--- src/rtl/naive_bus_rr_arbiter.sv ---
// Round-robin arbiter sharing one naive_bus slave port among N_MASTERS masters.
// A stalled master keeps its selection, and each read's data is steered back to the master that issued it.
module naive_bus_rr_arbiter #(
    parameter int N_MASTERS = 2
) (
    input  logic                    clk,
    input  logic                    rstn,
    input  logic [N_MASTERS-1:0]    m_rd_req,
    input  logic [4*N_MASTERS-1:0]  m_rd_be,
    input  logic [32*N_MASTERS-1:0] m_rd_addr,
    output logic [N_MASTERS-1:0]    m_rd_gnt,
    output logic [32*N_MASTERS-1:0] m_rd_data,
    input  logic [N_MASTERS-1:0]    m_wr_req,
    input  logic [4*N_MASTERS-1:0]  m_wr_be,
    input  logic [32*N_MASTERS-1:0] m_wr_addr,
    input  logic [32*N_MASTERS-1:0] m_wr_data,
    output logic [N_MASTERS-1:0]    m_wr_gnt,
    output logic                    s_rd_req,
    output logic [3:0]              s_rd_be,
    output logic [31:0]             s_rd_addr,
    input  logic                    s_rd_gnt,
    input  logic [31:0]             s_rd_data,
    output logic                    s_wr_req,
    output logic [3:0]              s_wr_be,
    output logic [31:0]             s_wr_addr,
    output logic [31:0]             s_wr_data,
    input  logic                    s_wr_gnt
);

    localparam int PW = $clog2(N_MASTERS);

    logic [PW-1:0]        rr_ptr_r;
    logic                 sel_lock_r;
    logic [PW-1:0]        sel_idx_r;
    logic                 rd_owner_vld_r;
    logic [PW-1:0]        rd_owner_r;

    logic [N_MASTERS-1:0] act_s;
    logic                 sel_vld_s;
    logic [PW-1:0]        cur_s;
    logic [PW-1:0]        scan_s;
    logic                 done_s;

    logic [3:0]           rd_be_s   [N_MASTERS];
    logic [31:0]          rd_addr_s [N_MASTERS];
    logic [3:0]           wr_be_s   [N_MASTERS];
    logic [31:0]          wr_addr_s [N_MASTERS];
    logic [31:0]          wr_data_s [N_MASTERS];

    // Modulo-N_MASTERS increment of a master index
    function automatic logic [PW-1:0] wrap_inc(input logic [PW-1:0] v);
        logic [PW-1:0] r;
        if (v == PW'(N_MASTERS - 1)) begin
            r = '0;
        end else begin
            r = v + PW'(1);
        end
        return r;
    endfunction

    for (genvar gi = 0; gi < N_MASTERS; gi++) begin : g_master
        assign rd_be_s[gi]   = m_rd_be[4*gi +: 4];
        assign rd_addr_s[gi] = m_rd_addr[32*gi +: 32];
        assign wr_be_s[gi]   = m_wr_be[4*gi +: 4];
        assign wr_addr_s[gi] = m_wr_addr[32*gi +: 32];
        assign wr_data_s[gi] = m_wr_data[32*gi +: 32];
        // Only the owner of last cycle's read grant sees the slave data
        assign m_rd_data[32*gi +: 32] = (rd_owner_vld_r && (rd_owner_r == PW'(gi))) ? s_rd_data : 32'h0000_0000;
    end

    assign act_s = m_rd_req | m_wr_req;

    // Pick the current master: sticky lock first, else first active from rr_ptr
    always_comb begin
        sel_vld_s = 1'b0;
        cur_s     = '0;
        scan_s    = rr_ptr_r;
        if (sel_lock_r && act_s[sel_idx_r]) begin
            sel_vld_s = 1'b1;
            cur_s     = sel_idx_r;
        end else begin
            for (int k = 0; k < N_MASTERS; k++) begin
                if (!sel_vld_s && act_s[scan_s]) begin
                    sel_vld_s = 1'b1;
                    cur_s     = scan_s;
                end else begin
                    cur_s = cur_s;
                end
                scan_s = wrap_inc(scan_s);
            end
        end
    end

    // Forward the selected master to the slave and gate its grants
    always_comb begin
        s_rd_req  = 1'b0;
        s_rd_be   = 4'h0;
        s_rd_addr = 32'h0000_0000;
        s_wr_req  = 1'b0;
        s_wr_be   = 4'h0;
        s_wr_addr = 32'h0000_0000;
        s_wr_data = 32'h0000_0000;
        m_rd_gnt  = '0;
        m_wr_gnt  = '0;
        if (sel_vld_s) begin
            s_rd_req        = m_rd_req[cur_s];
            s_rd_be         = rd_be_s[cur_s];
            s_rd_addr       = rd_addr_s[cur_s];
            s_wr_req        = m_wr_req[cur_s];
            s_wr_be         = wr_be_s[cur_s];
            s_wr_addr       = wr_addr_s[cur_s];
            s_wr_data       = wr_data_s[cur_s];
            m_rd_gnt[cur_s] = s_rd_gnt & m_rd_req[cur_s];
            m_wr_gnt[cur_s] = s_wr_gnt & m_wr_req[cur_s];
        end else begin
            s_rd_req = 1'b0;
        end
    end

    // A transaction completes when every request the master raised is granted
    assign done_s = sel_vld_s & (~m_rd_req[cur_s] | s_rd_gnt) & (~m_wr_req[cur_s] | s_wr_gnt);

    // Arbitration pointer, sticky lock and read-return owner
    always_ff @(posedge clk or negedge rstn) begin
        if (!rstn) begin
            rr_ptr_r       <= '0;
            sel_lock_r     <= 1'b0;
            sel_idx_r      <= '0;
            rd_owner_vld_r <= 1'b0;
            rd_owner_r     <= '0;
        end else begin
            if (done_s) begin
                rr_ptr_r   <= wrap_inc(cur_s);
                sel_lock_r <= 1'b0;
            end else if (sel_vld_s) begin
                sel_lock_r <= 1'b1;
                sel_idx_r  <= cur_s;
            end else begin
                sel_lock_r <= 1'b0;
            end
            if (s_rd_req && s_rd_gnt) begin
                rd_owner_r     <= cur_s;
                rd_owner_vld_r <= 1'b1;
            end else begin
                rd_owner_vld_r <= 1'b0;
            end
        end
    end

endmodule

--- config.mk ---
export PLATFORM = sky130hd
export DESIGN_NAME = naive_bus_rr_arbiter
export DESIGN_NICKNAME = d
export VERILOG_FILES = /design/src/rtl/naive_bus_rr_arbiter.sv
export SDC_FILE = /design/constraint.sdc
export NUM_CORES = 1
export LEC_CHECK = 0
export BUFFER_PORTS_ARGS = -buffer_cell sky130_fd_sc_hd__buf_2
export CELL_PAD_IN_SITES_DETAIL_PLACEMENT = 1
export CELL_PAD_IN_SITES_GLOBAL_PLACEMENT = 1
export CORE_AREA = 5 5 159 161
export CTS_CLUSTER_SIZE = 28
export DETAILED_ROUTE_END_ITERATION = 10
export DIE_AREA = 0 0 164 166
export HOLD_SLACK_MARGIN = 0.08
export PLACE_DENSITY_LB_ADDON = 0.1
export RECOVER_POWER = 25
export SLEW_MARGIN = 20
export SYNTH_ARGS = -nofsm -noshare
export SYNTH_HDL_FRONTEND = slang
export SYNTH_SLANG_ARGS = --single-unit
--- constraint.sdc ---
create_clock -name clk -period 5 [get_ports clk]
set_input_delay 0.75 -clock clk [delete_from_list [all_inputs] [get_ports clk]]
set_output_delay 0.75 -clock clk [all_outputs]
set_load 0.03 [all_outputs]
Yosys cells after proc, flatten, opt, wreduce, memory -nomap -nowiden
Cells that the tools add are included.
- bits in registers: 5
- input port bits: 248
- output and inout port bits: 174
- logic and storage cells: 86
- add/sub/neg operators: 2
- magnitude comparators: 6
- mux-type cells: 51
- bitwise logic cells: 14
- reductions and logical operators: 8
- operators by type and width (operator ; number):
    2-to-1 mux 32 bit ; 14
    2-to-1 mux 4 bit ; 8
    2-to-1 mux 1 bit ; 26
    less-than comparator 1 x 2 -> 1 bit (second input constant) ; 4
    logical AND 1 bit ; 6
    AND 1 bit ; 4
    AND 2 bit ; 2
    2-to-1 mux 2 bit ; 2
    inverter 1 bit ; 4
    adder 1 bit (second input constant) ; 2
    >= comparator 2 bit (second input constant) ; 1
    inverter 1 -> 2 bit ; 1
    bitwise OR 1 bit ; 2
    bitwise OR 2 bit ; 1
    AND reduction 2 bit ; 1
    demux 1 bit (select 1 bit) ; 1
    >= comparator 1 bit (second input constant) ; 1
    logical NOT 1 bit ; 1

Longest topological paths before layout
Gate-level depths: netlist of run 1.
- depth after elaboration: 18
- depth in mapped cells: 5
- gate-level depth less buffers: 3

Worst setup path after synthesis of run 1
OpenSTA, ideal clock, no wires.
- kind: input -> output
- start point: input port m_wr_req[1]
- end point: output port s_rd_addr[0]
- arrival: 1.871 ns
- required time: 4.250 ns
- path slack: 2.379 ns
- cell stages on the path: 5
- path buffers: 2
- path through: or2_2 > a21oi_2 > buf_4 > buf_4 > a22o_1
- longest elaborated chain between the ends: 14
- elaborated cells between the ends (all ways): 22
- those cells by class: mux: 17; bitwise: 2; reduce/logical: 3
- ends and longest elaborated chain (what ; RTL line ; RTL):
    start, declared ; 13 ; input logic [N_MASTERS-1:0] m_wr_req,
    bitwise OR 2 bit (*) ; 71 ; assign act_s = m_rd_req | m_wr_req;
    2-to-1 mux 1 bit (not written as such) (2 in series) ; 83 ; if (!sel_vld_s && act_s[scan_s]) begin
    2-to-1 mux 1 bit ; 83 ;
    2-to-1 mux 1 bit ; 78 ; if (sel_lock_r && act_s[sel_idx_r]) begin
    logical NOT 1 bit ; 83 ;
    logical AND 1 bit ; 83 ;
    2-to-1 mux 1 bit ; 83 ;
    2-to-1 mux 1 bit ; 78 ;
    inverter 1 -> 2 bit (not written as such) ; 108 ; s_rd_addr = rd_addr_s[cur_s];
    2-to-1 mux 32 bit (not written as such) (3 in series) ; 108 ;
    2-to-1 mux 32 bit (*) ; 105 ; if (sel_vld_s) begin
    end, declared ; 20 ; output logic [31:0] s_rd_addr,
Every way passes the cells marked *; elsewhere a longest branch is shown, timed or not. The select of a mux whose other input is x is not followed.

Final worst setup path of run 1
- start point: input port m_rd_req[0]
- end point: output port s_wr_addr[29]
- longest elaborated chain between the ends: 14
- elaborated cells between the ends (all ways): 22
- those cells by class: mux: 17; bitwise: 2; reduce/logical: 3
- ends and longest elaborated chain (what ; RTL line ; RTL):
    start, declared ; 8 ; input logic [N_MASTERS-1:0] m_rd_req,
    bitwise OR 2 bit (*) ; 71 ;
    2-to-1 mux 1 bit (not written as such) (2 in series) ; 83 ;
    2-to-1 mux 1 bit ; 83 ;
    2-to-1 mux 1 bit ; 78 ;
    logical NOT 1 bit ; 83 ;
    logical AND 1 bit ; 83 ;
    2-to-1 mux 1 bit ; 83 ;
    2-to-1 mux 1 bit ; 78 ;
    inverter 1 -> 2 bit (not written as such) ; 111 ; s_wr_addr = wr_addr_s[cur_s];
    2-to-1 mux 32 bit (not written as such) (3 in series) ; 111 ;
    2-to-1 mux 32 bit (*) ; 105 ;
    end, declared ; 25 ; output logic [31:0] s_wr_addr,
Marked as above.

==> flow_summary.toml, run 1 <==
[routing]
vias = 3763
drc = 0
firstDrtPassIters = 4
postRouteAntennaNets = 0
routedWlPerCell_um = 18.4
routed_wl_um = 17900
avgViaCountPerCell = 3.86
drt_iter0_drc = 84

[place]
dp.cells = 968
port_buffers = 421
place_area_um2 = 4330
dpl.hpwl_um = 15500
gp_congestion = 0.809

[clocking]
root_buffer = "clkbuf_16"
htree_num_levels = 1
post-cts-setup-buffer-count = 0
cts_buffer_depth = 2
cts_tree = "yes"
cts_resized = 0
worstSkewPairLatency_ns = 0.22
numClockSinks = 5
cts_inserted_buffers = 3
cts_hold_buffers = 0
clk_pin_slew_worst_paths_ns = 0.03

[layout]
multi_input_area_um2 = 1570
fillerInstances = 3065
seq_area_um2 = 125
layout-drive-gt1-share_pct = 61.4
nets = 897
fin_cells = 974
finalInstanceArea_um2 = 4360
synthToLayoutAreaGrowth_pct = 131

[power_and_ir_drop]
seqPwrFrac_pct = 3.0
clkPwrFrac_pct = 5.7
swShare_pct = 64.2
p_int_mw = 0.810
ir_drop_v = 0.000173
power_switching_mw = 1.45
power_frac_comb_pct = 91.3
leakage_nw = 2.59
powerDensity_nw_per_um2 = 519

[worst_setup_path]
end_kind = "output pin"
cp_slowest_cell = "a21oi_4"
cp.required_ns = 4.25
cpMostUsedCell = "buf_2"
critPathBufInv = 3
critical_path.max_fanout = 56
worst_path_dominant_cell_family = "compound AO/OA/AOI/OAI gates"
path_cells = "buf_2 -> or2_0 -> a21oi_4 -> buf_12 -> a22o_1 -> buf_2"
crit_type = "input pin to output pin"
start_kind = "input pin"
slowest_delay_ns = 0.71
crit_arrival_ns = 2.76

[timing]
worstMarginPinSlew_ns = 1.19
fin_crit_ns = 3.51
slew-limit-headroom_pct = 20.7
setup_viol = 0
hold_viol_final = 0
fmaxAchievable_ghz = 0.285
whs_ns = 0.377
fin_crit_sh_pct = 70.1
finalSetupTns_ns = 0
slew_viol_final = 0
fin_skew_ns = 0.000288
rsz0062_at_grt = "no"

[die]
initial_core_util_pct = 7.90
die_height_um = 166
dieArea_um2 = 27200
io_pins = 422
core_um2 = 23800
rows = 57
fp.dieW_um = 164

[synth]
ys_warn_count = 0
synth.top_cells.by_area = "a22o_1, and3_1, and2_1"
netlist_instances = 246
yosysTopAreaCellShare_pct = 48.9
ys_seq_area_share_pct = 6.65
syn_avg_cell_area_um2 = 7.65
syn_nets = 494
synth_seq_cells = 5
syn_area_um2 = 1880
ys_types = 30
yosys.area.top_type = "a22o_1"

[worst_hold_path]
hold_class = "input pin to asynchronous set/reset pin"

[grt]
antenna_found_initial = 2
grt_max_degree = 57
overflow = 0
first_global_vias = 4139
grt_pass1_wl_um = 25500
track_usage_pct = 12.0

[job]
max_cap_violations = 0

[status]
outcome = "complete, no violations"
## per-layer routing
layer / vias up / share of wire [%] / global-route usage, % / wire length, um
li1: 1781 / - / - / -
met1: 1716 / 35 / 12.3 / 6250
met2: 256 / 53 / 23.8 / 9530
met3: 10 / 11 / 4.02 / 1940
met4: 0 / 1.2 / 1.50 / 209
met5: - / 0 / 0 / 0
## placed cells by master (no fill, tap or decap), types with 4 or more instances in the layout
cell / Yosys / final
and2_1: 32 / 32
and3_1: 33 / 33
nor2_1: 5 / 5
a22o_1: 105 / 105
buf_4: 8 / 4
inv_1: 5 / 5
nand2_1: 4 / 4
dfrtp_1: 5 / 5
buf_2: 10 / 384
clkbuf_1: 11 / 39
nor2b_1: 4 / 4
## path summary, 6_finish.rpt
check	start	cells after the start	end	slack (ns)
setup / recovery	m_rd_req[0]	6	s_wr_addr[29]	1.49
hold / removal	rstn	1	rd_owner_r$_DFFE_PN0P_	0.38
setup reg to reg	sel_lock_r$_DFF_PN0_	4	sel_lock_r$_DFF_PN0_	2.89
hold reg to reg	sel_idx_r$_DFFE_PN0P_	1	sel_idx_r$_DFFE_PN0P_	0.53
max in group asynchronous	rstn	1	sel_lock_r$_DFF_PN0_	4.40
min in group clk	sel_idx_r$_DFFE_PN0P_	1	sel_idx_r$_DFFE_PN0P_	0.53
## sequential cells by signal (all words and copies together) (netlist names)
| register | flops |
|---|---|
| rd_owner_r | 1 |
| rd_owner_vld_r | 1 |
| rr_ptr_r | 1 |
| sel_idx_r | 1 |
| sel_lock_r | 1 |
## logic make-up (layout without fill, tap and decap cells)
group / Yosys count / in the layout / synth area share (%)
AO/OA/AOI/OAI: 120 / 120 / 54.9
buffers and inverters: 36 / 438 / 10.2
AND/OR/NAND/NOR: 82 / 82 / 26.1
multiplexers: 3 / 3 / 2.06
flip-flops: 5 / 5 / 6.65
other: 0 / 2 / 0
## final cells by class
type                            instances  area share (%)
Sequential cell                         5            2.87
Tap cell                              324            9.31
Timing Repair Buffer                  429            49.5
Inverter                                5           0.431
Antenna cell                            2           0.115
Clock buffer                            4            1.81
Multi-Input combinational cell        205            36.0
## metrics by stage
step                      worst slack [ns]  power, mW  util (%)
after global routing                  1.32       2.41      18.3
after global placement                1.58       2.19      18.2
after floorplan                       2.38       1.52         -
after detailed placement              1.48       2.19      18.2
after CTS                             1.48       2.33      18.5
final                                 1.49       2.26      18.3
## power by group through the flow
stage / Clock (mW) / Sequential [mW] / Combinational (mW)
floorplan: 0 / 0.0720 / 1.45
global placement: 0 / 0.0690 / 2.12
detailed placement: 0 / 0.0698 / 2.12
CTS: 0.132 / 0.0697 / 2.13
global route: 0.136 / 0.0703 / 2.20
finish: 0.130 / 0.0672 / 2.06
## synthesized netlist by cell type
cell         n
buf_4        8
mux2i_2      1
a21oi_4      1
nand2_1      4
a2bb2oi_1    1
dfrtp_1      5
or2_2        1
a221oi_1     1
buf_2       10
mux2i_1      1
a21oi_2      1
nor3b_1      1
and3_1      33
o21ai_0      3
and2_1      32
a22o_1     105
o22a_1       1
clkbuf_1    11
nor2b_1      4
nor2_1       5
a21o_1       1
buf_6        2
a221o_1      1
nor4_1       1
o31ai_1      1
mux2_4       1
inv_1        5
a211oi_1     1
or2_1        1
a21oi_1      3
(Power assumes the default switching activity.)
==> run 2: changes to the inputs <==
Settings changed: CORE_AREA 5 5 159 161 to 5 5 161 163, DIE_AREA 0 0 164 166 to 0 0 166 168.
Clock period 5 ns to 3.55 ns, I/O delays scaled along.
==> run 2 against run 1 <==
Die area up 2.4%. First-iteration DRC count up 6.0%. Cell count increased by 0.51%. Global-route usage fell by 0.52 points. Sequential cell count stayed put. Routed wire length decreased by 1.3%. Critical path depth down 1. Non-clock buffer count up 7. Register-to-register slack worse by 1.1 ns. Sequential share of layout area about the same. Critical path type is now flop to output pin. Largest cell class unchanged. Highest routed layer is now met5.
==> flow_summary.toml, run 2 (synthesized netlist as in run 1, its figures left out) <==
[worst_setup_path]
crit_type = "flop to output pin"
crit_arrival_ns = 2.28
worstSetupStartpoint = "rd_owner_r$_DFFE_PN0P_"
r2r-end = "sel_idx_r$_DFFE_PN0P_"
cp.required_ns = 3.02
cp-endpoint = "m_rd_data[19]"
end_kind = "output pin"
critical_path.max_fanout = 33
r2r_cells = 4
reg2reg_slack_ns = 1.77
start_kind = "flop"
r2r_start = "sel_lock_r$_DFF_PN0_"

[worst_hold_path]
hold_class = "input pin to asynchronous set/reset pin"

[power_and_ir_drop]
ir_drop_v = 0.000251
powerDensity_nw_per_um2 = 727
power_frac_comb_pct = 91.1
leakage_nw = 2.62
clkPwrFrac_pct = 5.8
power_switching_mw = 2.03
swShare_pct = 63.6
seqPwrFrac_pct = 3.1
p_int_mw = 1.16

[routing]
drc = 0
routedWlPerCell_um = 18.1
firstDrtPassIters = 4
postRouteAntennaNets = 0
avgViaCountPerCell = 3.89
vias = 3811
routed_wl_um = 17700
drt_iter0_drc = 89

[timing]
rsz0062_at_grt = "no"
slew-limit-headroom_pct = 17.7
fin_crit_sh_pct = 79.3
whs_ns = 0.162
finalSetupTns_ns = 0
fin_crit_ns = 2.81
fmaxAchievable_ghz = 0.355
hold_viol_final = 0
slew_viol_final = 0
setup_viol = 0
fin_skew_ns = 0.000261
worstMarginPinSlew_ns = 1.23

[place]
gp_congestion = 0.859
place_area_um2 = 4370
dpl.hpwl_um = 15600
dp.cells = 975
port_buffers = 421

[grt]
grt_max_degree = 61
grt_pass1_wl_um = 25400
track_usage_pct = 11.5
first_global_vias = 4137
antenna_found_initial = 2
overflow = 0

[die]
core_um2 = 24200
initial_core_util_pct = 7.78
io_pins = 422
die_height_um = 168
dieArea_um2 = 27900
rows = 57
fp.dieW_um = 166

[clocking]
cts_inserted_buffers = 3
post-cts-setup-buffer-count = 0
htree_num_levels = 1
clk_pin_slew_worst_paths_ns = 0.03
cts_tree = "yes"
worstSkewPairLatency_ns = 0.23
cts_hold_buffers = 0
numClockSinks = 5
root_buffer = "clkbuf_16"
cts_resized = 0
cts_buffer_depth = 2

[layout]
fillerInstances = 3065
fin_cells = 979
nets = 904
layout-drive-gt1-share_pct = 61.8
layout_commonest_cell = "buf_2"
finalInstanceArea_um2 = 4390
final_util_pct = 18.1
antenna-diode-count = 0
final_cell_mix = "buf_2, a22o_1, clkbuf_1, and3_1, and2_1"
synthToLayoutAreaGrowth_pct = 133

[status]
outcome = "complete, no violations"

[job]
max_cap_violations = 0
## run 2: cell types whose count changed in the layout (fill, tap and decap cells not counted), sizes merged
cell,delta
buf,+8
clkbuf,-1
diode,-2
## run 2: cell type report
type                    instances  area (um2)  area share (%)
multi-input cells             205        1560            35.6
well taps                     324         405            9.24
repair buffers                436        2200            50.0
inverters                       5        18.8           0.428
clock buffers                   4        78.8            1.80
flip-flops and latches          5         125            2.85
## run 2: power by group through the flow
stage	logic, mW	registers (mW)	clock network (mW)
floorplan	2.04	0.101	0
global route	3.10	0.102	0.194
detailed placement	2.99	0.104	0
CTS	3.00	0.103	0.188
global placement	2.98	0.103	0
finish	2.91	0.0983	0.184
## run 2: worst max-delay path, stage by stage, from the launching register on
cell and delay (ns):
dfrtp_1 0.37, clkbuf_1 0.92, nor2b_1 0.10, buf_4 0.27
and2_1 0.20, buf_2 0.18
## run 2: metrics by stage
stage / setup WS, ns / total power [mW]
after detailed placement: 0.841 / 3.10
after global placement: 0.888 / 3.09
after floorplan: 1.36 / 2.14
after CTS: 0.824 / 3.29
final: 0.736 / 3.19
after global routing: 0.548 / 3.39
## run 2: worst min-delay path by stage
stage / from / endpoint / slack (ns) / depth (start not counted)
6_report: rstn / rd_owner_r$_DFFE_PN0P_ / 0.16 / 1
5_1_grt: rstn / rr_ptr_r$_DFFE_PN0P_ / 0.20 / 1
4_1_cts: rstn / rd_owner_vld_r$_DFF_PN0_ / 0.12 / 1
3_5_place_dp: rstn / rd_owner_r$_DFFE_PN0P_ / 0.36 / 1
3_3_place_gp: rstn / rd_owner_r$_DFFE_PN0P_ / 0.36 / 1
2_1_floorplan: rstn / rd_owner_r$_DFFE_PN0P_ / 0.24 / 0
## run 2: metal layers
layer	vias to the layer above	routed length (um)	track usage, %
met2	267	9520	23.0
met5	-	20	0
met4	2	213	1.40
met3	18	1920	4.43
li1	1792	-	-
met1	1732	6020	11.4
